**src/rtl/mem_arbiter_n_pkg.sv**
```systemverilog
// Shared definitions for the N-channel main-memory arbiter.
// Optional feature macro: MEMARB_RR_EN (round-robin arbitration instead of
// fixed priority). Consumers import mem_arbiter_n_pkg::*.
package mem_arbiter_n_pkg;

  // Direction encoding on ch_rw / mem_rw
  localparam logic MEM_READ  = 1'b0;
  localparam logic MEM_WRITE = 1'b1;

  // Arbiter FSM states
  typedef enum logic {
    MEMARB_IDLE  = 1'b0,
    MEMARB_GRANT = 1'b1
  } arb_state_e;

  // Increment a channel index, wrapping n-1 -> 0
  function automatic int wrap_inc(input int idx, input int n);
    return (idx + 1 >= n) ? 0 : idx + 1;
  endfunction

endpackage

```
**src/rtl/mem_arbiter_n_pick.sv**
```systemverilog
// Rotating priority encoder: the first set request bit found when searching
// upward from 'start' (wrapping modulo NCH) wins. With start tied to 0 it
// degenerates to a lowest-index-wins fixed-priority encoder.
module mem_arb_pick #(
  parameter int NCH = 3,
  parameter int GW  = $clog2(NCH)
) (
  input  logic [NCH-1:0] req,
  input  logic [GW-1:0]  start,
  output logic           any,
  output logic [GW-1:0]  idx
);

  // Walk candidates from farthest to nearest so the nearest requester
  // (smallest distance from start) is the last and therefore winning write.
  always_comb begin
    int pos;
    pos = 0;
    any = |req;
    idx = '0;
    for (int k = NCH - 1; k >= 0; k--) begin
      pos = (int'(start) + k) % NCH;
      if (req[pos]) idx = GW'(pos);
    end
  end

endmodule

```
**src/rtl/mem_arbiter_n.sv**
```systemverilog
// N-channel arbiter granting exclusive burst access to the single
// main-memory port. A grant is held for a whole burst and released by
// mem_last; every burst is followed by one IDLE turnaround cycle in which
// the next winner is chosen.
// Optional feature macro: MEMARB_RR_EN -- round-robin arbitration with a
// rotating search pointer; when undefined, fixed priority (ch0 highest)
// and no pointer register exists.
module mem_arbiter_n
  import mem_arbiter_n_pkg::*;
#(
  parameter int  NCH        = 3,
  parameter int  DATA_WIDTH = 32,
  parameter int  ADDR_WIDTH = 16,
  localparam int GW         = $clog2(NCH)
) (
  input  logic                      clk,
  input  logic                      rst_n,
  // requester side
  input  logic [NCH-1:0]            ch_enable,
  input  logic [NCH*ADDR_WIDTH-1:0] ch_addr,
  input  logic [NCH-1:0]            ch_rw,
  input  logic [NCH-1:0]            ch_op_size,
  input  logic [NCH-1:0]            ch_finishes_op,
  input  logic [NCH*DATA_WIDTH-1:0] ch_write,
  output logic [DATA_WIDTH-1:0]     ch_read,
  output logic [NCH-1:0]            ch_read_valid,
  output logic [NCH-1:0]            ch_req_data,
  output logic [NCH-1:0]            ch_last,
  // status
  output logic                      busy,
  output logic [GW-1:0]             grant_id,
  // RAM controller side
  output logic [ADDR_WIDTH-1:0]     mem_addr,
  output logic                      mem_enable,
  output logic                      mem_rw,
  output logic                      mem_op_size,
  output logic                      mem_finishes_op,
  output logic [DATA_WIDTH-1:0]     mem_write,
  input  logic                      mem_write_req_input,
  input  logic [DATA_WIDTH-1:0]     mem_read,
  input  logic                      mem_read_valid,
  input  logic                      mem_last
);

  arb_state_e    state_q, state_d;
  logic [GW-1:0] grant_q, grant_d;
  logic [GW-1:0] pick_start;
  logic          pick_any;
  logic [GW-1:0] pick_idx;

`ifdef MEMARB_RR_EN
  // Search starts just past the previous winner, so every requester is
  // served within NCH-1 foreign bursts.
  logic [GW-1:0] rr_q, rr_d;
  assign pick_start = rr_q;
`else
  assign pick_start = '0;
`endif

  mem_arb_pick #(
    .NCH (NCH),
    .GW  (GW)
  ) u_pick (
    .req   (ch_enable),
    .start (pick_start),
    .any   (pick_any),
    .idx   (pick_idx)
  );

  // State, grant index and (optional) round-robin pointer registers
  always_ff @(posedge clk or negedge rst_n) begin
    if (!rst_n) begin
      state_q <= MEMARB_IDLE;
      grant_q <= '0;
`ifdef MEMARB_RR_EN
      rr_q    <= '0;
`endif
    end else begin
      state_q <= state_d;
      grant_q <= grant_d;
`ifdef MEMARB_RR_EN
      rr_q    <= rr_d;
`endif
    end
  end

  // Next-state: arbitrate only in IDLE; a grant is released solely by
  // mem_last, so requests that arrive mid-burst (or coincide with mem_last)
  // are considered in the following IDLE cycle.
  always_comb begin
    state_d = state_q;
    grant_d = grant_q;
`ifdef MEMARB_RR_EN
    rr_d    = rr_q;
`endif
    case (state_q)
      MEMARB_IDLE: begin
        if (pick_any) begin
          state_d = MEMARB_GRANT;
          grant_d = pick_idx;
`ifdef MEMARB_RR_EN
          rr_d    = GW'(wrap_inc(int'(pick_idx), NCH));
`endif
        end
      end
      MEMARB_GRANT: begin
        if (mem_last) state_d = MEMARB_IDLE;
      end
      default: state_d = MEMARB_IDLE;
    endcase
  end

  assign busy     = (state_q == MEMARB_GRANT);
  assign grant_id = grant_q;

  // Datapath steering: RAM side muxed from the grantee, RAM responses routed
  // back to the grantee only. Everything is forced to 0 outside a grant so the
  // RAM never sees stale requests and idle channels never see strobes.
  always_comb begin
    mem_enable      = 1'b0;
    mem_addr        = '0;
    mem_rw          = MEM_READ;
    mem_op_size     = 1'b0;
    mem_finishes_op = 1'b0;
    mem_write       = '0;
    ch_read         = '0;
    ch_read_valid   = '0;
    ch_req_data     = '0;
    ch_last         = '0;
    if (busy) begin
      mem_enable = 1'b1;
      ch_read    = mem_read;
      for (int i = 0; i < NCH; i++) begin
        if (grant_q == GW'(i)) begin
          mem_addr         = ch_addr[i*ADDR_WIDTH +: ADDR_WIDTH];
          mem_rw           = ch_rw[i];
          mem_op_size      = ch_op_size[i];
          mem_finishes_op  = ch_finishes_op[i];
          mem_write        = ch_write[i*DATA_WIDTH +: DATA_WIDTH];
          ch_read_valid[i] = mem_read_valid;
          ch_req_data[i]   = mem_write_req_input;
          ch_last[i]       = mem_last;
        end
      end
    end
  end

endmodule

```
**config.mk**
```make
export PLATFORM = sky130hd
export DESIGN_NAME = mem_arbiter_n
export DESIGN_NICKNAME = d
export VERILOG_FILES = /design/src/rtl/mem_arbiter_n_pkg.sv /design/src/rtl/mem_arbiter_n_pick.sv /design/src/rtl/mem_arbiter_n.sv
export SDC_FILE = /design/constraint.sdc
export NUM_CORES = 1
export LEC_CHECK = 0
export CORE_AREA = 2 2 114 116
export DETAILED_ROUTE_END_ITERATION = 6
export DIE_AREA = 0 0 116 118
export PLACE_DENSITY = 0.67
export SYNTH_ARGS = -nofsm -noshare
export SYNTH_HDL_FRONTEND = slang
export SYNTH_SLANG_ARGS = --single-unit
```
**constraint.sdc**
```tcl
create_clock -name clk -period 3.6 [get_ports clk]
set_clock_uncertainty 0.2 [all_clocks]
set_input_delay 0.54 -clock clk [delete_from_list [all_inputs] [get_ports clk]]
set_output_delay 0.54 -clock clk [all_outputs]
set_load 0.02 [all_outputs]
```
==> results.txt, run 1 <==
status = completed
Worst VDD drop = 0.1637 mV
final hold vios = 0
slowest stage delay, CP = 0.76 ns
min cycle time layout = 3.022 ns
final setup TNS = 0 ns
first-pass GRT wire length = 15,080 um
wire per inst = 14.11 um
post-cts sizing count = 0
Cells after Synth = 297
GR Util All Layers = 13.50%
Tcrit/Tclk final = 83.93%
Final Instance Area = 0.005142 mm2
Hold Path Class = input port to async pin
antenna diode count = 0
headroom to the max-slew limit = 65.18%
Most used DFF post-synth = dfrtp_1
Setup Crit Path Kind = flop to output port
Post-synth EDFFs = 0
RePlAce Congestion = 0.8417
fillers = 1,262
Root Buffer = clkbuf_16
Placeable Area = 0.01241 mm2
Avg Cell Area, Syn = 6.867 um2
total grt overflow = 0
Total Wirelength = 10,360 um
vias in the first global route = 3,030
# Max-Cap Violations = 0
Async SR Flop Fraction = 100.0%
#FFs+latches synth = 3
Die Width = 116 um
dpl hpwl = 8526 um
CP required = 2.86 ns
die area = 0.01369 mm2
Cell Area, Synth = 0.002039 mm2
data arrival time of the worst path = 2.28 ns
Cell Chain, Critical Path = buf_12 -> mux2i_1 -> o21ai_1 -> and2_1 -> clkdlybuf4s50_1
fin nets = 756
Inst Count DP = 730
DRC = 0
site row count = 41
slowest CP cell = dfrtp_4
Area Overhead vs Synth = 152.1%
crit-path leading delay family = buffers and inverters
total CTS buffers = 3
Yosys cell types = 17
CTS tree = yes
setup bufs post-CTS = 0
worst-skew pair later-pin latency = 0.22 ns
Die Y = 118 um
Core Util, Final = 41.42%
# port buffers = 288
sequential element share of the synthesized area = 3.681%
Non-Filler Instances = 734
CP max FO = 41
Ports = 289
post-route antenna net violation count = 0
Hold Buf Count CTS = 0
fraction of layout cells with a size suffix above 1 = 2.313%
initial core utilization = 16.43%
synth top area cells = and2_1, mux2i_1, nand3b_1, o21ai_1, dfrtp_1
CP startpoint kind = flop
Finish-stage setup viols = 0
Pre-Repair DR Iteration Count = 4
Bufs on Longest Clock Path = 2
Syn Nets = 490
largest net degree at the start of global routing = 60
clk sinks = 3
Fmax = 0.3309 GHz
Placed Area = 0.005064 mm2
leakage power = 1.840 nW
top cell type's share of synthesized area = 25.46%
initial antenna violation count = 0
Pins Over Slew Limit = 0
DR iter-0 viols = 95
CTS clk-pin slew, worst paths = 0.03 ns
Least-Margin Pin Slew = 0.5223 ns
pwr/cell area = 274.2 mW/mm2
WP buf/inv = 2
WHS = 0.2992 ns
Vias/cell = 4.183
routed via count = 3,070
RSZ-0062 raised after global routing = no
H-tree depth = 1
Synth Warn # = 0
Critical Path End Type = output port
post-synth top area cell = and2_1
[worst reg2reg max path, cell delays in order (launching register included)]
cell	delay, ns
dfrtp_2	0.68
nand2_1	0.21
a21boi_1	0.17
[path summary, 6_finish.rpt]
path | slack (ns) | endpoint | from | depth (start not counted)
max | 0.58 | mem_write[16] | grant_id[0]$_DFFE_PN0P_ | 5
min reg2reg | 0.71 | grant_id[0]$_DFFE_PN0P_ | busy$_DFF_PN0_ | 2
min | 0.30 | grant_id[1]$_DFFE_PN0P_ | rst_n | 1
min in group clk | 0.71 | grant_id[0]$_DFFE_PN0P_ | busy$_DFF_PN0_ | 2
max in group asynchronous | 2.74 | grant_id[0]$_DFFE_PN0P_ | rst_n | 1
max reg2reg | 2.21 | busy$_DFF_PN0_ | busy$_DFF_PN0_ | 2
[per-stage QoR]
stage          setup slack [ns]  power [mW]
2_1_floorplan             1.409      0.6745
3_3_place_gp             0.8203       1.232
3_5_place_dp             0.8004       1.242
4_1_cts                  0.5509       1.426
5_1_grt                  0.4640       1.503
6_report                 0.5784       1.410
[kinds of logic (layout without fill, tap and decap cells)]
group                  after synthesis  in the layout  share of synthesized area [%]
and+or+nand+nor                    155            155                          48.65
muxes                               51             51                          25.03
AOI/OAI and AO/OA                   54             54                          13.56
DFF                                  3              3                          3.681
buffers and inverters               34            299                          9.080
[state kept, by name, summed over array words and instances, names as in the netlist]
register	flops
grant_id	2
busy	1
[layout by cell type, fill, tap and decap left out]
cell type / n
dfrtp_4: 2
nand2_1: 5
and2_1: 83
o22a_1: 1
nand3b_1: 51
nor2_1: 10
clkdlybuf4s50_1: 288
nand2b_1: 2
nor3_1: 3
mux2i_1: 51
a21boi_1: 1
nor2b_1: 1
clkbuf_16: 3
o21ai_1: 52
dfrtp_2: 1
buf_12: 4
clkbuf_1: 1
buf_4: 3
[power by group]
part           switching [mW]  internal (mW)
clock network          0.0290          0.146
logic                   0.475          0.659
registers              0.0608         0.0407
[synth_stat cells (2+ instances only)]
cell type  instances
buf_2              7
buf_4              5
nand2b_1           2
dfrtp_1            3
clkbuf_1          19
nand2_1            5
buf_8              2
mux2i_1           51
nor3_1             3
nor2_1            10
and2_1            83
o21ai_1           52
nand3b_1          51
[routing by layer]
metal | GRT usage (%) | vias up | part of all wire, %
met5 | 0 | - | 0
met4 | 0.9673 | 0 | 0.31
met3 | 3.862 | 4 | 11
met2 | 26.86 | 156 | 52
met1 | 14.26 | 1357 | 37
li1 | - | 1553 | -
[layout make-up]
| type | count | area, um2 | share of cell area [%] |
|---|---|---|---|
| Clock buffer | 4 | 78.83 | 1.533 |
| Multi-Input combinational cell | 260 | 1779 | 34.60 |
| Sequential cell | 3 | 83.83 | 1.630 |
| Tap cell | 172 | 215.2 | 4.185 |
| Timing Repair Buffer | 295 | 2985 | 58.05 |
(Power assumes the default switching activity.)
==> inputs of run 2 (changes only) <==
--- a/config.mk
+++ b/config.mk
@@ -5,10 +5,10 @@
 export SDC_FILE = /design/constraint.sdc
 export NUM_CORES = 1
 export LEC_CHECK = 0
-export CORE_AREA = 2 2 114 116
+export CORE_AREA = 2 2 111 113
 export DETAILED_ROUTE_END_ITERATION = 6
-export DIE_AREA = 0 0 116 118
-export PLACE_DENSITY = 0.67
+export DIE_AREA = 0 0 113 115
+export PLACE_DENSITY = 0.7
 export SYNTH_ARGS = -nofsm -noshare
 export SYNTH_HDL_FRONTEND = slang
 export SYNTH_SLANG_ARGS = --single-unit
==> constraint.sdc (replaced) <==
create_clock -name clk -period 2.98 [get_ports clk]
set_clock_uncertainty 0.2 [all_clocks]
set_input_delay 0.447 -clock clk [delete_from_list [all_inputs] [get_ports clk]]
set_output_delay 0.447 -clock clk [all_outputs]
set_load 0.02 [all_outputs]
==> run 2 against run 1 <==
The flow now finishes with violations (design-rule violations). Count of clock-buffer cells in the layout did not move. Final cell count is 3.5% lower. Critical path depth is the same. Via count up 0.75%. Global-route usage up 0.59 points. Cell area fell by 1.0%. Highest routed layer unchanged.
==> results.txt, run 2 (same netlist as run 1, synthesis figures left out) <==
die area = 0.01300 mm2 (-5.1%)
Least-Margin Pin Slew = 0.4693 ns (-0.05300 ns)
commonest non-fill, non-tap cell in the layout = clkdlybuf4s50_1
data arrival time of the worst path = 2.20 ns (-0.08 ns)
leakage power = 1.830 nW (-0.58%)
H-tree depth = 1 (unchanged)
Placeable Area = 0.01181 mm2 (-4.9%)
Total Power = 1.702 mW (+21%)
CTS tree = yes
Inst Count DP = 704 (-3.6%)
CP max FO = 47 (+15%)
CP required = 2.33 ns (-0.53 ns)
Non-Filler Instances = 708 (-3.5%)
DRC = 15 (+15)
RSZ-0062 raised after global routing = no
Root Buffer = clkbuf_16
Worst VDD drop = 0.2236 mV (+37%)
Hold Path Class = input port to async pin
Vias/cell = 4.369 (+4.4%)
GR Util All Layers = 14.09% (+0.59 points)
# Max-Cap Violations = 0 (unchanged)
Core Util, Final = 43.10% (+1.7 points)
headroom to the max-slew limit = 68.71% (+3.5 points)
wire per inst = 14.51 um (+2.8%)
final hold vios = 0 (unchanged)
Critical Path End Type = output port
slowest CP cell = clkdlybuf4s50_1
RePlAce Congestion = 0.8046 (-4.4%)
Setup Crit Path Kind = flop to output port
total CTS buffers = 3 (unchanged)
initial antenna violation count = 0 (unchanged)
Die Y = 115 um (-2.5%)
worst-skew pair later-pin latency = 0.22 ns (about the same)
violated checks = design-rule violations
DR iter-0 viols = 140 (+47%)
WP buf/inv = 2 (unchanged)
Tcrit/Tclk final = 95.54%
met1 GRT Util = 17.50% (+3.2 points)
Bufs on Longest Clock Path = 2 (unchanged)
# port buffers = 288 (unchanged)
met2 Usage GRT = 25.19% (-1.7 points)
setup bufs post-CTS = 0 (unchanged)
clk sinks = 3 (unchanged)
Ports = 289 (unchanged)
met3 usage = 3.057% (-0.80 points)
crit-path leading delay family = buffers and inverters
GRT Max-Usage Layer = met2
fillers = 1,180 (-6.5%)
post-route antenna net violation count = 0 (unchanged)
Die Width = 113 um (-2.6%)
min cycle time layout = 2.847 ns
fraction of layout cells with a size suffix above 1 = 2.139% (-0.17 points)
dpl hpwl = 8257 um (-3.2%)
max FFs per register = 2 (unchanged)
Total Wirelength = 10,270 um (-0.83%)
largest net degree at the start of global routing = 62 (+3.3%)
Pre-Repair DR Iteration Count = 7 (+3)
antenna diode count = 0 (unchanged)
pwr/cell area = 334.2 mW/mm2 (+22%)
first-pass GRT wire length = 15,390 um (+2.1%)
site row count = 40 (-2.4%)
initial core utilization = 17.27% (+0.84 points)
total grt overflow = 0 (unchanged)
Hold Buf Count CTS = 0 (unchanged)
Finish-stage setup viols = 0 (unchanged)
status = complete, but fails checks
Pins Over Slew Limit = 0 (unchanged)
slowest stage delay, CP = 0.55 ns (-0.21 ns)
CP startpoint kind = flop
final setup TNS = 0 ns (unchanged)
fin nets = 755 (-0.13%)
post-cts sizing count = 0 (unchanged)
vias in the first global route = 3,143 (+3.7%)
routed via count = 3,093 (+0.75%)
Cell Chain, Critical Path = buf_12 -> mux2i_1 -> o21ai_1 -> and2_1 -> clkdlybuf4s50_1
CTS clk-pin slew, worst paths = 0.03 ns (about the same)
Fmax = 0.3512 GHz
Area Overhead vs Synth = 149.6%
commonest non-fill, non-tap cells in the layout = clkdlybuf4s50_1, and2_1, o21ai_1
run 2: per-layer routing:
layer  share of wire (%)  vias up
li1                    -     1548
met1                  41     1391
met2                  49      144
met3                 8.2       10
met4                 1.3        0
met5                   0        -
run 2: worst register-to-register path, cell delays in order (launching register included):
cell and delay [ns]:
dfrtp_2 0.46, buf_4 0.42, o22a_1 0.23
run 2: worst paths after layout:
| check | startpoint | cells after the start | endpoint | slack, ns |
|---|---|---|---|---|
| max in group asynchronous | rst_n | 1 | grant_id[0]$_DFFE_PN0P_ | 2.19 |
| hold reg to reg | busy$_DFF_PN0_ | 2 | grant_id[0]$_DFFE_PN0P_ | 0.46 |
| hold / removal | rst_n | 1 | grant_id[1]$_DFFE_PN0P_ | 0.21 |
| setup / recovery | grant_id[0]$_DFFE_PN0P_ | 5 | mem_addr[1] | 0.13 |
| min in group clk | busy$_DFF_PN0_ | 2 | grant_id[0]$_DFFE_PN0P_ | 0.46 |
| setup reg to reg | busy$_DFF_PN0_ | 2 | grant_id[1]$_DFFE_PN0P_ | 1.62 |
run 2: final cells by class:
type | count | area [um2] | share of cell area (%)
Timing Repair Buffer | 294 | 2965 | 58.25
Multi-Input combinational cell | 260 | 1779 | 34.95
Tap cell | 147 | 183.9 | 3.613
Sequential cell | 3 | 83.83 | 1.647
Clock buffer | 4 | 78.83 | 1.548
run 2: power by group:
| part | switching (mW) | total [mW] | internal (mW) | leakage [nW] |
|---|---|---|---|---|
| Clock | 0.0365 | 0.213 | 0.177 | 0.0382 |
| Combinational | 0.632 | 1.42 | 0.789 | 1.76 |
| Sequential | 0.0179 | 0.0680 | 0.0500 | 0.0327 |
run 2: metrics by stage:
| stage | hold WS, ns | instance area [um2] | worst slack [ns] |
|---|---|---|---|
| final | 0.2139 | 5091 | 0.1328 |
| after global routing | 0.2264 | 5091 | 0.03990 |
| after CTS | 0.2185 | 5091 | 0.1539 |
| after detailed placement | 0.4521 | 5012 | 0.3875 |
| after global placement | 0.4460 | 5012 | 0.3894 |
| after floorplan | -0.04859 | 2039 | 0.8824 |
